**src/rtl/brew_pkg.sv**
```systemverilog
// Shared types for the brew controller: state encoding, recipe encoding
// and small elaboration-time helpers.
package brew_pkg;

  // State encodings are visible on STATE_CODE, so the values are fixed.
  typedef enum logic [2:0] {
    ST_STANDBY     = 3'd0,
    ST_WORKING     = 3'd1,
    ST_POUR_COFFEE = 3'd2,
    ST_POUR_MILK   = 3'd3,
    ST_NEED_MILK   = 3'd4,
    ST_DONE        = 3'd5,
    ST_ENJOY       = 3'd6
  } state_e;

  // Recipe select as presented on MODE.
  typedef enum logic [1:0] {
    RCP_NONE      = 2'b00,
    RCP_BLACK     = 2'b01,
    RCP_MILK_ONLY = 2'b10,
    RCP_LATTE     = 2'b11
  } recipe_e;

  // Recipes that draw from the milk supply.
  function automatic logic recipe_needs_milk(input recipe_e r);
    return (r == RCP_MILK_ONLY) || (r == RCP_LATTE);
  endfunction

  function automatic int max_of(input int a, input int b);
    return (a > b) ? a : b;
  endfunction

endpackage

```
**src/rtl/brew_if.sv**
```systemverilog
// Front-panel / actuator bundle of the brew controller. The controller
// takes the slave side; whoever drives the panel takes the master side.
interface brew_if #(
  parameter int CUP_W = 8
);

  logic             START;
  logic [1:0]       MODE;
  logic             MILK_OK;
  logic             CANCEL;
  logic [2:0]       STATE_CODE;
  logic             HEATER;
  logic             COFFEE_VALVE;
  logic             MILK_VALVE;
  logic             BUSY;
  logic             DONE_P;
  logic [CUP_W-1:0] CUPS;

  modport master (
    output START, MODE, MILK_OK, CANCEL,
    input  STATE_CODE, HEATER, COFFEE_VALVE, MILK_VALVE, BUSY, DONE_P, CUPS
  );

  modport slave (
    input  START, MODE, MILK_OK, CANCEL,
    output STATE_CODE, HEATER, COFFEE_VALVE, MILK_VALVE, BUSY, DONE_P, CUPS
  );

endinterface

```
**src/rtl/brew_timer.sv**
```systemverilog
// Loadable down-counter used to time each brewing phase. It loads on the
// edge that enters a timed state and counts down to zero, then holds.
module brew_timer #(
  parameter int W = 3
) (
  input  logic         clk,
  input  logic         rst_n,
  input  logic         load,
  input  logic [W-1:0] value,
  output logic         zero
);

  logic [W-1:0] cnt_q, cnt_d;

  // Next count: load wins, otherwise decrement until zero.
  always_comb begin
    // NOTE: every combinational output gets a default first so no path leaves it unassigned (which would infer a latch).
    cnt_d = cnt_q;
    if (load) begin
      cnt_d = value;
    end else if (cnt_q != '0) begin
      cnt_d = cnt_q - 1'b1;
    end
  end

  // Count register.
  always_ff @(posedge clk or negedge rst_n) begin
    // NOTE: state is updated with non-blocking assignments so every flop samples pre-edge values.
    if (!rst_n) begin
      cnt_q <= '0;
    end else begin
      cnt_q <= cnt_d;
    end
  end

  assign zero = (cnt_q == '0);

endmodule

```
**src/rtl/brew_ctrl.sv**
```systemverilog
// Drink sequencer: waits for a request in STANDBY, optionally waits for
// milk, heats, pours coffee and/or milk, then signals completion and
// counts the cup. CANCEL aborts any active phase back to STANDBY.
module brew_ctrl #(
  parameter int BREW_CYC   = 8,
  parameter int COFFEE_CYC = 6,
  parameter int MILK_CYC   = 4,
  parameter int DONE_CYC   = 4,
  parameter int CUP_W      = 8
) (
  input logic   CLK,
  input logic   R_N,
  brew_if.slave bus
);

  import brew_pkg::*;

  // The timer holds duration-1, so the longest phase sets the width.
  localparam int MAX_CYC = max_of(max_of(BREW_CYC, COFFEE_CYC), max_of(MILK_CYC, DONE_CYC));
  localparam int TMR_W   = (MAX_CYC > 1) ? $clog2(MAX_CYC) : 1;

  state_e             state_q, state_d;
  recipe_e            recipe_q, recipe_d;
  logic [CUP_W-1:0]   cups_q, cups_d;
  logic               tmr_load;
  logic [TMR_W-1:0]   tmr_value;
  logic               tmr_zero;

  brew_timer #(.W(TMR_W)) u_timer (
    .clk   (CLK),
    .rst_n (R_N),
    .load  (tmr_load),
    .value (tmr_value),
    .zero  (tmr_zero)
  );

  // Next-state, recipe capture and timer load on entry to a timed phase.
  always_comb begin
    state_d   = state_q;
    recipe_d  = recipe_q;
    tmr_load  = 1'b0;
    tmr_value = '0;

    case (state_q)
      ST_STANDBY: begin
        if (bus.START && (bus.MODE != RCP_NONE)) begin
          recipe_d = recipe_e'(bus.MODE);
          if (!recipe_needs_milk(recipe_e'(bus.MODE)) || bus.MILK_OK) begin
            state_d = ST_WORKING;
          end else begin
            state_d = ST_NEED_MILK;
          end
        end
      end
      ST_NEED_MILK: begin
        if (bus.CANCEL)       state_d = ST_STANDBY;
        else if (bus.MILK_OK) state_d = ST_WORKING;
      end
      ST_WORKING: begin
        if (bus.CANCEL) state_d = ST_STANDBY;
        else if (tmr_zero) begin
          state_d = (recipe_q == RCP_MILK_ONLY) ? ST_POUR_MILK : ST_POUR_COFFEE;
        end
      end
      ST_POUR_COFFEE: begin
        if (bus.CANCEL) state_d = ST_STANDBY;
        else if (tmr_zero) begin
          state_d = (recipe_q == RCP_LATTE) ? ST_POUR_MILK : ST_DONE;
        end
      end
      ST_POUR_MILK: begin
        if (bus.CANCEL)    state_d = ST_STANDBY;
        else if (tmr_zero) state_d = ST_DONE;
      end
      ST_DONE: begin
        if (bus.CANCEL)    state_d = ST_STANDBY;
        else if (tmr_zero) state_d = ST_ENJOY;
      end
      ST_ENJOY: state_d = ST_STANDBY;
      default:  state_d = ST_STANDBY;
    endcase

    // A phase lasting N cycles loads N-1 and leaves on the cycle it reads 0.
    if (state_d != state_q) begin
      case (state_d)
        ST_WORKING:     begin tmr_load = 1'b1; tmr_value = TMR_W'(BREW_CYC - 1);   end
        ST_POUR_COFFEE: begin tmr_load = 1'b1; tmr_value = TMR_W'(COFFEE_CYC - 1); end
        ST_POUR_MILK:   begin tmr_load = 1'b1; tmr_value = TMR_W'(MILK_CYC - 1);   end
        ST_DONE:        begin tmr_load = 1'b1; tmr_value = TMR_W'(DONE_CYC - 1);   end
        default:        ;
      endcase
    end
  end

  // Cup counter: count on entry to ENJOY, saturating at all-ones.
  always_comb begin
    cups_d = cups_q;
    if ((state_d == ST_ENJOY) && (state_q != ST_ENJOY) && (cups_q != '1)) begin
      cups_d = cups_q + 1'b1;
    end
  end

  // State, recipe and cup registers.
  always_ff @(posedge CLK or negedge R_N) begin
    if (!R_N) begin
      state_q  <= ST_STANDBY;
      recipe_q <= RCP_NONE;
      cups_q   <= '0;
    end else begin
      state_q  <= state_d;
      recipe_q <= recipe_d;
      cups_q   <= cups_d;
    end
  end

  // Moore outputs decoded from the current state only.
  assign bus.STATE_CODE   = state_q;
  assign bus.HEATER       = (state_q == ST_WORKING);
  assign bus.COFFEE_VALVE = (state_q == ST_POUR_COFFEE);
  assign bus.MILK_VALVE   = (state_q == ST_POUR_MILK);
  assign bus.DONE_P       = (state_q == ST_ENJOY);
  assign bus.BUSY         = (state_q != ST_STANDBY);
  assign bus.CUPS         = cups_q;

endmodule

```
**src/flat_wrapper.sv**
```systemverilog
// flat-port wrapper written by rule: the top's interface ports become plain ports
module brew_ctrl_flat import brew_pkg::*;
#(
  parameter int BREW_CYC   = 8,
  parameter int COFFEE_CYC = 6,
  parameter int MILK_CYC   = 4,
  parameter int DONE_CYC   = 4,
  parameter int CUP_W      = 8
)
  (CLK, R_N, bus_START, bus_MODE, bus_MILK_OK, bus_CANCEL, bus_STATE_CODE, bus_HEATER, bus_COFFEE_VALVE, bus_MILK_VALVE, bus_BUSY, bus_DONE_P, bus_CUPS);
  brew_if #(.CUP_W(CUP_W)) bus_i ();
  input logic CLK;
  input logic R_N;
  input wire logic [$bits(bus_i.START)-1:0] bus_START;
  input wire logic [$bits(bus_i.MODE)-1:0] bus_MODE;
  input wire logic [$bits(bus_i.MILK_OK)-1:0] bus_MILK_OK;
  input wire logic [$bits(bus_i.CANCEL)-1:0] bus_CANCEL;
  output wire logic [$bits(bus_i.STATE_CODE)-1:0] bus_STATE_CODE;
  output wire logic [$bits(bus_i.HEATER)-1:0] bus_HEATER;
  output wire logic [$bits(bus_i.COFFEE_VALVE)-1:0] bus_COFFEE_VALVE;
  output wire logic [$bits(bus_i.MILK_VALVE)-1:0] bus_MILK_VALVE;
  output wire logic [$bits(bus_i.BUSY)-1:0] bus_BUSY;
  output wire logic [$bits(bus_i.DONE_P)-1:0] bus_DONE_P;
  output wire logic [$bits(bus_i.CUPS)-1:0] bus_CUPS;
  assign bus_i.START = bus_START;
  assign bus_i.MODE = bus_MODE;
  assign bus_i.MILK_OK = bus_MILK_OK;
  assign bus_i.CANCEL = bus_CANCEL;
  assign bus_STATE_CODE = bus_i.STATE_CODE;
  assign bus_HEATER = bus_i.HEATER;
  assign bus_COFFEE_VALVE = bus_i.COFFEE_VALVE;
  assign bus_MILK_VALVE = bus_i.MILK_VALVE;
  assign bus_BUSY = bus_i.BUSY;
  assign bus_DONE_P = bus_i.DONE_P;
  assign bus_CUPS = bus_i.CUPS;
  brew_ctrl #(.BREW_CYC(BREW_CYC), .COFFEE_CYC(COFFEE_CYC), .MILK_CYC(MILK_CYC), .DONE_CYC(DONE_CYC), .CUP_W(CUP_W)) u_core (.CLK(CLK), .R_N(R_N), .bus(bus_i));
endmodule
```
**config.mk**
```make
export PLATFORM = sky130hd
export DESIGN_NAME = brew_ctrl_flat
export DESIGN_NICKNAME = d
export VERILOG_FILES = /design/src/rtl/brew_pkg.sv /design/src/rtl/brew_if.sv /design/src/rtl/brew_timer.sv /design/src/rtl/brew_ctrl.sv /design/src/flat_wrapper.sv
export SDC_FILE = /design/constraint.sdc
export NUM_CORES = 1
export LEC_CHECK = 0
export ABC_CLOCK_PERIOD_IN_PS = 3200
export BUFFER_PORTS_ARGS = -buffer_cell sky130_fd_sc_hd__buf_2
export CORE_ASPECT_RATIO = 2
export CORE_MARGIN = 1.5
export CORE_UTILIZATION = 30
export CTS_CLUSTER_DIAMETER = 120
export CTS_CLUSTER_SIZE = 20
export DETAILED_ROUTE_END_ITERATION = 8
export PLACE_DENSITY = 0.54
export SLEW_MARGIN = 0
export SYNTH_ARGS = -nofsm -noshare
export SYNTH_HDL_FRONTEND = slang
export SYNTH_HIERARCHICAL = 1
export SYNTH_SLANG_ARGS = --single-unit
```
**constraint.sdc**
```tcl
create_clock -name CLK -period 3.2 [get_ports CLK]
set_input_delay 0.64 -clock CLK [delete_from_list [all_inputs] [get_ports CLK]]
set_output_delay 0.64 -clock CLK [all_outputs]
set_load 0.01 [all_outputs]
```
==> results of run 1 <==
[logic make-up after synthesis]
| logic type | count (synthesis) |
|---|---|
| DFF | 16 |
| xor gates and xnor gates | 6 |
| adders and majority gates | 3 |
| AOI/OAI and AO/OA | 19 |
| buffers and inverters | 11 |
| muxes | 4 |
| and+or+nand+nor | 44 |
[power by group through the flow]
stage | combinational (mW) | clock [mW] | sequential, mW
6_report | 0.391 | 0.173 | 0.322
2_1_floorplan | 0.327 | 0 | 0.297
3_5_place_dp | 0.394 | 0 | 0.326
5_1_grt | 0.441 | 0.186 | 0.335
4_1_cts | 0.395 | 0.179 | 0.322
3_3_place_gp | 0.384 | 0 | 0.323
[registers in the layout, summed over array words and instances (netlist names)]
signal / cells
u_core/bus.CUPS: 8
u_core/bus.STATE_CODE: 3
u_core/recipe_q: 2
u_core/u_timer/cnt_q: 3
[final timing paths]
kind	start	to	slack [ns]
max in group asynchronous	R_N	u_core/u_timer/cnt_q[1]	2.64
hold / removal	R_N	u_core/bus.CUPS[3]	0.30
hold reg to reg	u_core/bus.CUPS[5]	u_core/bus.CUPS[5]	0.49
setup reg to reg	u_core/u_timer/cnt_q[0]	u_core/u_timer/cnt_q[0]	0.60
setup / recovery	u_core/u_timer/cnt_q[0]	u_core/u_timer/cnt_q[0]	0.60
min in group CLK	u_core/bus.CUPS[5]	u_core/bus.CUPS[5]	0.49
[Yosys cell counts, drive strengths merged (3+ instances only)]
cell,count
and3,4
nor2,5
nand2b,5
nand4,5
nor4b,3
a21oi,6
mux2,4
nand3b,3
buf,3
xnor2,5
dfrtp,16
nor2b,4
o21ai,3
nor3,3
inv,8
ha,3
[routing by layer]
metal  part of all wire  global-route usage  up-vias
met5                  0                   0        -
met4              0.028             0.05234        0
met3              0.027             0.01250        4
met2               0.58              0.2424       19
met1               0.37              0.1361      410
li1                   -                   -      419
[per-stage QoR]
step	utilization	hold slack (ns)
floorplan	-	0.3444
global placement	0.3470	0.4933
detailed placement	0.3470	0.4924
CTS	0.3633	0.3080
global route	0.3633	0.3262
finish	0.3633	0.2998
[layout make-up]
| cell class | count | area, um2 | area share |
|---|---|---|---|
| clock buffers | 4 | 55.05 | 0.04485 |
| flip-flops and latches | 16 | 400.4 | 0.3262 |
| multi-input cells | 76 | 591.8 | 0.4822 |
| inverters | 8 | 30.03 | 0.02446 |
| well taps | 32 | 40.04 | 0.03262 |
| repair buffers | 22 | 110.1 | 0.08970 |
[worst max-delay path, stage by stage, from the launching register on]
cell      delay (ns)
dfrtp_1         0.40
inv_1           0.09
ha_1            0.19
nand2b_1        0.10
inv_1           0.26
nor2b_4         0.07
a21o_1          0.17
a221oi_2        0.43
o32a_1          0.20
a21oi_1         0.10
nor4b_1         0.36
a221oi_1        0.09
==> metrics.csv, run 1 <==
stage,metric,value,unit
global_route,grt_start_max_net_pins,18,
synth,muxShareOfSynthArea,0.04306,
final_layout,layout-drive-gt1-share,0.2698,
detailed_routing,drt_iter0_markers,16,
cts,cts.sinks,16,
power,p_switching,0.3380,mW
floorplan,rows,30,
power,internal-power,0.5481,mW
synth,synthesis.nets,113,
timing,rsz0062_at_grt,no,
cts,hold_buffers,0,
timing,fmax,384.7,MHz
cts,clk_pin_slew_worst_paths,0.06,ns
timing,drv_slew,0,
worst_setup_path,worstSetupPathType,reg2reg,
timing,timing.final.ws_setup,0.6006,ns
synth,synth_top_family_by_area,simple AND/OR/NAND/NOR gates,
timing,tns,0,ns
synth,netlist_instances,103,
final_layout,fin_cells,158,
cts,cts_setup_buffers,0,
power,comb_power_share,0.441,
synth,synth_compound_area_frac,0.1483,
worst_setup_path,ff2ff_path_depth,11,
timing,finClkSkew,0.003986,ns
cts,clock_latency,0.24,ns
floorplan,dieArea,3872,um2
cts,htreeDepth,1,
worst_setup_path,cp.arrival,2.70,ns
detailed_routing,route.detailed.drc,0,
floorplan,start_util,0.3096,
synth,synth_area_leader_cell,dfrtp_1,
timing,relSlewSlack,0.6633,
synth,synthXorXnorAreaFrac,0.05024,
global_route,grt_antenna_before_repair,0,
final_layout,fin_nets,137,
floorplan,die-width,44.76,um
floorplan,dieHeight,86.51,um
place,dpl_cell_area,1172,um2
place,place_inst,154,
cts,cts_tree,yes,
synth,syn_area,1046,um2
power,p_sw_frac,0.3815,
synth,synth_top_area_share,0.3828,
min_path,min_path_type,in2async,
synth,synth_ff_type,dfrtp_1,
timing,tightestPinTransition,0.5050,ns
cts,cts_buffer_depth,2,
detailed_routing,via_per_inst,5.392,
synth,ys_types,41,
synth,ys_ff_latch,16,
timing,period_share,0.8123,
global_route,grt_pass1_wl,3836,um
place,hpwlAfterDp,1877,um
worst_setup_path,cp-end-kind,flop,
place,post-place-ws,0.6320,ns
synth,synth-edff-count,0,
power,leakagePower,0.5956,nW
worst_setup_path,worstPathMaxFanout,8,
detailed_routing,wire_per_inst,14.61,um
power,seq_power_share,0.363,
timing,setup_viol,0,
cts,cts_resized,0,
power,power.density,721.9,nW/um2
synth,ys_async_sr_fraction,1.000,
global_route,gr-total-overflow,0,
detailed_routing,antenna_left,0,
detailed_routing,wirelength,2309,um
status,outcome,finished clean,
power,peakVddDrop,368.7,uV
detailed_routing,dr.pass1.iters,3,
synth,synth-warning-count,6,
floorplan,io_pins,23,
synth,seq_area_frac_synth,0.3828,
synth,synth_simple_gate_area_frac,0.2883,
final_layout,final.fill_count,342,
cts,root_buffer,clkbuf_8,
power,p_clk_frac,0.196,
timing,min_period,2.599,ns
final_layout,synthToLayoutAreaGrowth,17.34,%
global_route,grt_pass1_vias,886,
detailed_routing,vias,852,
final_layout,design_area,1227,um2
final_layout,layout.cells.most_common,buf_2,
place,port_buffers,22,
timing,finalHoldViolCount,0,
power,total_power,0.8861,mW
flow_run,drv_cap,0,
floorplan,core-area,3378,um2
cts,cts_made_buffers,3,
synth,synthTopCellsByArea,"dfrtp_1, xnor2_1, ha_1, mux2_2, nand2b_1",
worst_setup_path,cp-start-kind,flop,
final_layout,layout_common_cells,"buf_2, dfrtp_1, inv_1",
synth,synth_adder_area_share,0.03589,
worst_setup_path,cp.required,3.30,ns
place,gp_congestion,0.8245,
synth,syn_avg_cell_area,10.16,um2
global_route,grt.total_usage,0.1287,
final_layout,num_antenna_cells,0,
(Power assumes the default switching activity.)
==> run 2: changes to the inputs <==
- ABC_AREA: default -> 1
- ABC_CLOCK_PERIOD_IN_PS: 3200 -> 2400
- clock period: 3.2 -> 2.4 ns (I/O delays scaled with it)
==> run 2 against run 1 <==
Net effect: global-route usage is 2.1 points higher; power rose by 82%; combinational power up 130%; clock skew shrank 0.0021 ns; non-clock buffer count grew 5; clock power is 38% higher; critical path depth grew 7; clock-buffer cell count unchanged; largest cell class unchanged; final area increased by 16%; setup slack lost 0.36 ns; highest routed layer unchanged; critical endpoint unchanged.
==> metrics.csv, run 2 <==
stage,metric,value,unit
worst_setup_path,cpMostUsedCell,nand2_1,
floorplan,core-area,3804,um2
power,leakagePower,0.7554,nW
global_route,grt_pass1_vias,1117,
cts,cts.sinks,16,
cts,cts_buffer_depth,2,
detailed_routing,wire_per_inst,11.14,um
timing,tns,0,ns
final_layout,final.fill_count,437,
timing,period_share,0.8978,
power,internal-power,0.8741,mW
timing,relSlewSlack,0.7400,
detailed_routing,antenna_left,0,
final_layout,regArea,400.4,um2
synth,synth-warning-count,6,
global_route,grt_start_max_net_pins,17,
final_layout,multi_input_area,660.6,um2
power,total_power,1.608,mW
synth,synth-edff-count,0,
global_route,grt_pass1_wl,4664,um
final_layout,largest_reg_flops,8,
place,hpwlAfterDp,2347,um
power,peakVddDrop,427.8,uV
power,power.density,1132,nW/um2
cts,root_buffer,clkbuf_8,
final_layout,layout.cells.most_common,nand2_1,
worst_setup_path,crit_family,simple AND/OR/NAND/NOR gates,
final_layout,layout_common_cells,"nand2_1, nor2_1, buf_2",
power,p_sw_frac,0.4565,
floorplan,die-width,47.13,um
cts,htreeDepth,1,
synth,syn_avg_cell_area,6.640,um2
final_layout,fin_nets,215,
cts,cts_made_buffers,3,
detailed_routing,via_per_inst,4.569,
timing,finClkSkew,0.001907,ns
worst_setup_path,startpoint,u_core/u_timer/cnt_q[1],
power,p_clk_frac,0.148,
synth,ys_async_sr_fraction,1.000,
floorplan,start_util,0.3072,
flow_run,drv_cap,0,
synth,seq_area_frac_synth,0.3426,
worst_setup_path,cp-start-kind,flop,
worst_setup_path,cpPeakStageDelay,0.38,ns
timing,rsz0062_at_grt,no,
synth,ys_ff_latch,16,
detailed_routing,vias,1165,
timing,finalHoldViolCount,0,
place,gp_congestion,0.8351,
synth,synthMostInstantiatedCell,nand2_1,
detailed_routing,wirelength,2841,um
final_layout,num_antenna_cells,0,
min_path,min_path_type,in2async,
floorplan,rows,32,
timing,drv_slew,0,
detailed_routing,route.detailed.drc,0,
worst_setup_path,path_buf_inv,3,
timing,tightestPinTransition,0.3900,ns
final_layout,layout-drive-gt1-share,0.2549,
cts,clk_pin_slew_worst_paths,0.06,ns
synth,synth_top_area_share,0.3426,
cts,cts_tree,yes,
floorplan,dieArea,4301,um2
timing,min_period,2.155,ns
power,p_switching,0.7343,mW
worst_setup_path,cp.arrival,2.30,ns
floorplan,io_pins,23,
floorplan,dieHeight,91.27,um
worst_setup_path,worstSetupPathType,reg2reg,
worst_setup_path,cp.required,2.54,ns
synth,synth_area_leader_cell,dfrtp_1,
cts,clock_latency,0.25,ns
detailed_routing,drt_iter0_markers,12,
synth,synthesis.nets,186,
cts,hold_buffers,0,
timing,fmax,464.1,MHz
global_route,grt_antenna_before_repair,0,
global_route,grt.total_usage,0.1495,
synth,netlist_top_cells_count,"nand2_1, nor2_1, inv_1",
power,seq_power_share,0.301,
synth,syn_area,1169,um2
timing,setup_viol,0,
power,comb_power_share,0.551,
worst_setup_path,crit_slowest_cell,dfrtp_1,
worst_setup_path,reg2reg_from,u_core/u_timer/cnt_q[1],
global_route,gr-total-overflow,0,
synth,synthTopCellsByArea,"dfrtp_1, nand2_1, nor2_1, inv_1, xor2_1",
worst_setup_path,crit_chain,"inv_1, ha_2, inv_1, nor2_4, nor2_2, nand2_1, nor2_1, nor2_1, nand3_2, nand2_1, nand3_1, nor2_2, nor2_1, buf_4, nand2_1, o21ai_0, nand2_1, nand2_1",
synth,netlist_instances,176,
final_layout,synthToLayoutAreaGrowth,21.63,%
status,outcome,finished clean,
detailed_routing,dr.pass1.iters,4,
worst_setup_path,worstPathMaxFanout,9,
worst_setup_path,cp-end-kind,flop,
synth,synth_ff_type,dfrtp_1,
synth,ys_types,22,
place,port_buffers,22,
-- run 2: cell count changes in the layout (fill, tap and decap cells not counted), moves of 5 or more --
cell and change:
buf_4 +5, inv_1 +8, inv_2 +9, nand2_1 +55, nand2b_1 -5, nand3_1 +8, nor2_1 +19, o21ai_0 +6
xor2_1 +5
-- run 2: logic make-up after synthesis --
family | Yosys count | synth area share
AO/OA/AOI/OAI | 18 | 0.09421
XOR/XNOR | 7 | 0.05246
adder cells (fa/ha/maj) | 3 | 0.03212
buffers and inverters | 28 | 0.1060
flip-flops | 16 | 0.3426
AND/OR/NAND/NOR | 104 | 0.3726
-- run 2: timing repair --
| item | in CTS | in global routing |
|---|---|---|
| setup buffers | 0 | 4 |
| setup endpoints to repair | 0 | 3 |
| resized for setup | 0 | 7 |
-- run 2: area by class of cell --
| cell class | instances | share of cell area |
|---|---|---|
| multi-input combinational | 132 | 0.4648 |
| tap | 51 | 0.04489 |
| clock buffer | 4 | 0.03873 |
| timing repair buffer | 27 | 0.1039 |
| sequential | 16 | 0.2817 |
| inverter | 25 | 0.06602 |
-- run 2: power groups by stage --
stage | clock network [mW] | logic (mW) | registers (mW)
finish | 0.238 | 0.886 | 0.484
global route | 0.258 | 1.03 | 0.502
CTS | 0.253 | 0.819 | 0.485
detailed placement | 0 | 0.817 | 0.490
global placement | 0 | 0.816 | 0.487
floorplan | 0 | 0.601 | 0.480
-- run 2: path summary, 6_finish.rpt --
check | end | slack [ns] | depth (start not counted)
max in group asynchronous | u_core/bus.STATE_CODE[1] | 2.00 | 1
hold / removal | u_core/u_timer/cnt_q[2] | 0.13 | 1
setup / recovery | u_core/u_timer/cnt_q[0] | 0.25 | 18
min in group CLK | u_core/u_timer/cnt_q[1] | 0.50 | 2
setup reg to reg | u_core/u_timer/cnt_q[0] | 0.25 | 18
hold reg to reg | u_core/u_timer/cnt_q[1] | 0.50 | 2
-- run 2: metrics by stage --
step | instances | cell area, um2 | setup WS, ns | hold slack [ns] | utilization
2_1_floorplan | 176 | 1169 | 0.2750 | 0.1844 | -
3_3_place_gp | 247 | 1320 | 0.1715 | 0.4266 | 0.3470
3_5_place_dp | 247 | 1320 | 0.1330 | 0.4248 | 0.3470
4_1_cts | 251 | 1375 | 0.1174 | 0.1479 | 0.3615
5_1_grt | 255 | 1421 | 0.008824 | 0.1688 | 0.3737
6_report | 255 | 1421 | 0.2454 | 0.1349 | 0.3737
-- run 2: routing by layer --
| layer | global-route usage | wire length, um | share of wire |
|---|---|---|---|
| met5 | 0 | 0 | 0 |
| met4 | 0.08333 | 127 | 0.045 |
| met2 | 0.2888 | 1633 | 0.57 |
| met1 | 0.1314 | 994 | 0.35 |
| met3 | 0.01193 | 86 | 0.030 |
-- run 2: worst register-to-register path, cell delays in order (launching register included) --
cell and delay, ns:
dfrtp_1 0.38, inv_1 0.08, ha_2 0.18, inv_1 0.06
nor2_4 0.18, nor2_2 0.08, nand2_1 0.06, nor2_1 0.04
nor2_1 0.13, nand3_2 0.10, nand2_1 0.07, nand3_1 0.08
nor2_2 0.15, nor2_1 0.05, buf_4 0.16, nand2_1 0.06
o21ai_0 0.07, nand2_1 0.07, nand2_1 0.05
